--- src/rtl/vga_fb_writer.sv ---
// vga_fb_writer: queues CPU screen writes and drains them (or a full clear) into the framebuffer
module vga_fb_writer #(
  parameter logic [15:0] BASE_ADDR   = 16'h0200,
  parameter logic [15:0] CLEAR_ADDR  = 16'hFD00,
  parameter int          FIFO_DEPTH  = 4,
  parameter bit          VBLANK_ONLY = 1'b0
) (
  input  logic        clk,
  input  logic        reset,
  input  logic [15:0] cpu_addr,
  input  logic [7:0]  cpu_din,
  input  logic        cpu_we,
  output logic        cpu_ready,
  input  logic        vblank,
  output logic        fb_write_en,
  output logic [9:0]  fb_waddr,
  output logic [3:0]  fb_din,
  output logic        busy,
  output logic        overflow
);
  localparam int AW = $clog2(FIFO_DEPTH);
  typedef enum logic {IDLE, CLEAR} state_t;
  state_t state, state_nx;
  logic [13:0] mem [FIFO_DEPTH];
  logic [AW-1:0] rd_ptr, wr_ptr;
  logic [AW:0] count;
  logic [9:0] clear_ptr;
  logic [3:0] clear_colour;
  logic [15:0] offs;
  logic drain_ok, in_window, is_clear, push, pop, start_clear, clear_wr, last, dropped;
  logic unused;
  assign unused = ^cpu_din[7:4];
  assign offs = cpu_addr - BASE_ADDR;
  assign drain_ok = !VBLANK_ONLY || vblank;
  assign in_window = offs < 16'd1024;
  assign is_clear = cpu_addr == CLEAR_ADDR;
  assign cpu_ready = !reset && state == IDLE && count != FIFO_DEPTH[AW:0];
  assign push = cpu_we && cpu_ready && in_window;
  assign start_clear = cpu_we && cpu_ready && is_clear;
  // a clear supersedes anything still queued, so nothing is popped on its trigger edge
  assign pop = state == IDLE && count != '0 && drain_ok && !start_clear;
  assign clear_wr = state == CLEAR && drain_ok;
  assign last = clear_wr && clear_ptr == 10'd1023;
  assign dropped = cpu_we && !cpu_ready && (in_window || is_clear);
  // next state: enter CLEAR on the trigger write, leave after address 1023 is written
  always_comb begin
    state_nx = start_clear ? CLEAR : last ? IDLE : state;
  end
  // queue storage needs no reset; validity is tracked by count
  always_ff @(posedge clk) begin
    if (push) mem[wr_ptr] <= {offs[9:0], cpu_din[3:0]};
  end
  // state, queue pointers, clear sequencer and registered RAM port
  always_ff @(posedge clk) begin
    if (reset) begin
      state        <= IDLE;
      rd_ptr       <= '0;
      wr_ptr       <= '0;
      count        <= '0;
      clear_ptr    <= '0;
      clear_colour <= '0;
      fb_write_en  <= 1'b0;
      fb_waddr     <= '0;
      fb_din       <= '0;
      busy         <= 1'b0;
      overflow     <= 1'b0;
    end else begin
      state        <= state_nx;
      fb_write_en  <= pop || clear_wr;
      overflow     <= overflow || dropped;
      busy         <= start_clear || (busy && !last);
      clear_ptr    <= start_clear ? 10'd0 : clear_wr ? clear_ptr + 10'd1 : clear_ptr;
      clear_colour <= start_clear ? cpu_din[3:0] : clear_colour;
      if (pop) {fb_waddr, fb_din} <= mem[rd_ptr];
      else if (clear_wr) {fb_waddr, fb_din} <= {clear_ptr, clear_colour};
      if (start_clear) begin
        rd_ptr <= '0;
        wr_ptr <= '0;
        count  <= '0;
      end else begin
        rd_ptr <= pop ? rd_ptr + 1'b1 : rd_ptr;
        wr_ptr <= push ? wr_ptr + 1'b1 : wr_ptr;
        count  <= count + {{AW{1'b0}}, push} - {{AW{1'b0}}, pop};
      end
    end
  end
endmodule

--- config.mk ---
export PLATFORM = sky130hd
export DESIGN_NAME = vga_fb_writer
export DESIGN_NICKNAME = d
export VERILOG_FILES = /design/src/rtl/vga_fb_writer.sv
export SDC_FILE = /design/constraint.sdc
export NUM_CORES = 1
export LEC_CHECK = 0
export CAP_MARGIN = 20
export CORE_ASPECT_RATIO = 0.6
export CORE_MARGIN = 1
export CORE_UTILIZATION = 37
export CTS_BUF_LIST = sky130_fd_sc_hd__clkbuf_16
export DETAILED_ROUTE_END_ITERATION = 12
export SLEW_MARGIN = 20
export SYNTH_ARGS = -nofsm -noshare
export SYNTH_HDL_FRONTEND = slang
export SYNTH_SLANG_ARGS = --single-unit
--- constraint.sdc ---
create_clock -name clk -period 3.26 [get_ports clk]
set_input_delay 0.815 -clock clk [delete_from_list [all_inputs] [get_ports clk]]
set_output_delay 0.815 -clock clk [all_outputs]
set_load 0.02 [all_outputs]
==> run metrics <==
sequential fraction of the synthesis area=0.580; overall via count from detail_route=3,004; worst slew margin relative to its limit=0.513; Mapped Nets=approximately 380; insertion delay to the later sink of the worst-skew pair=about 0.35 ns; fraction of synthesis flops using an asynchronous set or reset pin=0; count of final hold-check violations=0; R2R Path Start=count[0]$_SDFF_PP0_; top-level port count=46; vias in the first global route=2,942; Final Max Slew Viols=0; clock sink count=a little under 100; Max Buffers Root-to-Sink=2; period utilisation layout=0.961; number of nets in the layout=approximately 440; max-cap viol count=0; reg-to-reg setup timing slack=around 0.54 ns; Clk pin slew, worst setup/hold paths=roughly 0.070 ns; count of cell types in the netlist=47; Startpoint Class=input port; post-synthesis area per instance=12.5 um2; transition time at the pin with the least slew margin=roughly 0.73 ns; cell count of the worst hold path=2; diode count=0; mean routed wirelength per cell=between 15 and 20 um; worst slack after detailed placement=-0.583 ns; I/O Buffers=40; initial standard-cell utilization of the core=0.381; leakage dissipation=about 0.0019 uW; ranking of synthesized cells by area=sky130_fd_sc_hd__edfxtp_1, sky130_fd_sc_hd__dfxtp_1, sky130_fd_sc_hd__mux4_2; Core Area=between 0.01 and 0.015 mm2; Final Power=approximately 3600 uW; area of the mapped netlist=roughly 0.0043 mm2; reg2reg end=count[2]$_SDFF_PP0_; half-perimeter wire length after detailed placement=between 6000 and 7000 um; Worst Slack Setup Final=0.127 ns; synth-to-layout area growth=25.5%; first drt pass iteration count=7; yosys synthesis warning count=0; most common library cells after synthesis=sky130_fd_sc_hd__edfxtp_1, sky130_fd_sc_hd__dfxtp_1, sky130_fd_sc_hd__a31oi_1, sky130_fd_sc_hd__nand2_1, sky130_fd_sc_hd__nor2_1; detail-routed via count per cell=around 5.3; number of H-tree levels=3; count leader, synth=sky130_fd_sc_hd__edfxtp_1; global placer's final weighted congestion=around 0.76; TNS Setup=0 ns; die outline area=approximately 0.012 mm2; result of the run=completed; vertical extent of the die=~86 um; Global Route Usage Sum=0.173; library cell occupying the most area in the post-synthesis netlist=sky130_fd_sc_hd__edfxtp_1; post-detailed-routing wire length=9970 um; quantity of hold-fixing buffers added after cts=0; pin count of the biggest net entering global routing=33; min cycle time layout=approximately 3.1 ns; width of the die=about 140 um; clock root cell=sky130_fd_sc_hd__clkbuf_16; #FFs+latches synth=97; top flip-flop cell by instance count after synthesis=sky130_fd_sc_hd__edfxtp_1; hold_sp=overflow$_SDFF_PP0_; data required time at the worst endpoint=roughly 3.5 ns; area share of the largest cell type after synthesis=0.390; count of standard-cell rows=30; worst clock skew=between 0.006 and 0.007 ns; final antenna-violating net count=0; fraction of final layout cells sized beyond drive strength 1=0.193; number of setup violations in the final report=0; peak supply drop=roughly 0.30 mV; first-pass GRT wire length=roughly 16,000 um; Inserted Clock Buffers=9; detailed router's first-iteration violation count=roughly 280; worst-case reg-to-reg path depth=11; CTS tree=done; path class of the lowest-slack min-delay path=reg -> reg; capturing element type of the critical path=register; Post-synth EDFFs=56; hold endpoint=overflow$_SDFF_PP0_; count of mapped cells out of synthesis=345; antenna violations before repair=0; drc violations=0; global route overflow=0; Crit Path Class=in -> reg; largest driver fanout on the critical path=2; endpoint arrival time on the critical path=3.36 ns; Pwr per Cell Area=672 mW/mm2; maximum achievable frequency=319 MHz
cell families (layout without fill, tap and decap cells):
logic type	count (synthesis)	in the layout	synth area share
simple gates	107	107	0.141
flops	97	97	0.580
compound gates	66	66	0.0969
buf+inv	39	103	0.0531
mux	15	15	0.0754
xor+xnor	12	12	0.0261
fa+ha+maj	9	9	0.0278
sequential cells by signal (all words and copies together) (netlist names), 2 cells and up, named ones only:
register / flops
rd_ptr: 2
clear_ptr: 10
clear_colour: 4
count: 3
mem: 56
fb_din: 4
fb_waddr: 10
wr_ptr: 2
critical path: stages:
cell	delay, ns
sky130_fd_sc_hd__clkdlybuf4s50_1	0.45
sky130_fd_sc_hd__buf_4	0.16
sky130_fd_sc_hd__or4b_4	0.50
sky130_fd_sc_hd__nor3_4	0.18
sky130_fd_sc_hd__inv_1	0.06
sky130_fd_sc_hd__ha_1	0.27
sky130_fd_sc_hd__inv_1	0.04
sky130_fd_sc_hd__ha_1	0.18
sky130_fd_sc_hd__fa_2	0.35
sky130_fd_sc_hd__xnor2_2	0.14
sky130_fd_sc_hd__xnor2_1	0.16
sky130_fd_sc_hd__nor2_1	0.05
routing by layer:
| layer | share of wire | up-vias | routed length, um | global-route usage |
|---|---|---|---|---|
| met1 | 0.51 | 1490 | 5040 | 0.257 |
| li1 | - | 1424 | - | - |
| met4 | 0.012 | 0 | 118 | 0.0538 |
| met3 | 0.056 | 12 | 554 | 0.0369 |
| met5 | 0 | - | 0 | 0 |
| met2 | 0.43 | 78 | 4260 | 0.252 |
placed cells by master (no fill, tap or decap), types with 18 or more instances in the layout:
master,instances
sky130_fd_sc_hd__edfxtp_1,56
sky130_fd_sc_hd__dfxtp_1,41
sky130_fd_sc_hd__clkdlybuf4s50_1,31
sky130_fd_sc_hd__buf_4,29
sky130_fd_sc_hd__a31oi_1,28
sky130_fd_sc_hd__nand2_1,22
sky130_fd_sc_hd__nor2_1,18
where the power goes:
part           switching (uW)  leakage (uW)  total [uW]  internal (uW)
clock network             496      0.000142        1030            539
logic                     534      0.000904        1090            559
registers                 109      0.000838        1510           1400
per-stage QoR:
step | area [um2] | hold slack, ns | util | std cells
after global routing | 5420 | 0.500 | 0.478 | 569
after floorplan | 4330 | 0.451 | - | 345
after global placement | 5060 | 0.460 | 0.446 | 552
after CTS | 5370 | 0.473 | 0.474 | 568
final | 5420 | 0.473 | 0.478 | 569
after detailed placement | 5060 | 0.463 | 0.446 | 552
cell type report:
type / count / area (um2)
well taps: 160 / 200
flip-flops and latches: 97 / 2500
multi-input cells: 209 / 1640
repair buffers: 74 / 732
clock buffers: 9 / 225
clock inverters: 7 / 67.6
fillers: 1039 / 5920
inverters: 13 / 48.8
how the worst max path moves through the flow:
stage / from / to / cells past startpoint
2_1_floorplan: cpu_addr[9] / count[2]$_SDFF_PP0_ / 13
3_3_place_gp: cpu_addr[9] / count[2]$_SDFF_PP0_ / 14
3_5_place_dp: cpu_addr[9] / count[2]$_SDFF_PP0_ / 14
4_1_cts: cpu_addr[0] / count[2]$_SDFF_PP0_ / 13
5_1_grt: cpu_addr[0] / count[2]$_SDFF_PP0_ / 13
6_report: cpu_addr[15] / count[2]$_SDFF_PP0_ / 12
timing repair:
item | in CTS | in global routing
hold endpoints to repair | 0 | 0
endpoints found under the setup margin | 2 | 1
pin swaps | 3 | 9
buffers inserted | 0 | 1
gates resized for setup | 9 | 10
Note: power is estimated with default switching activity, not from simulation.
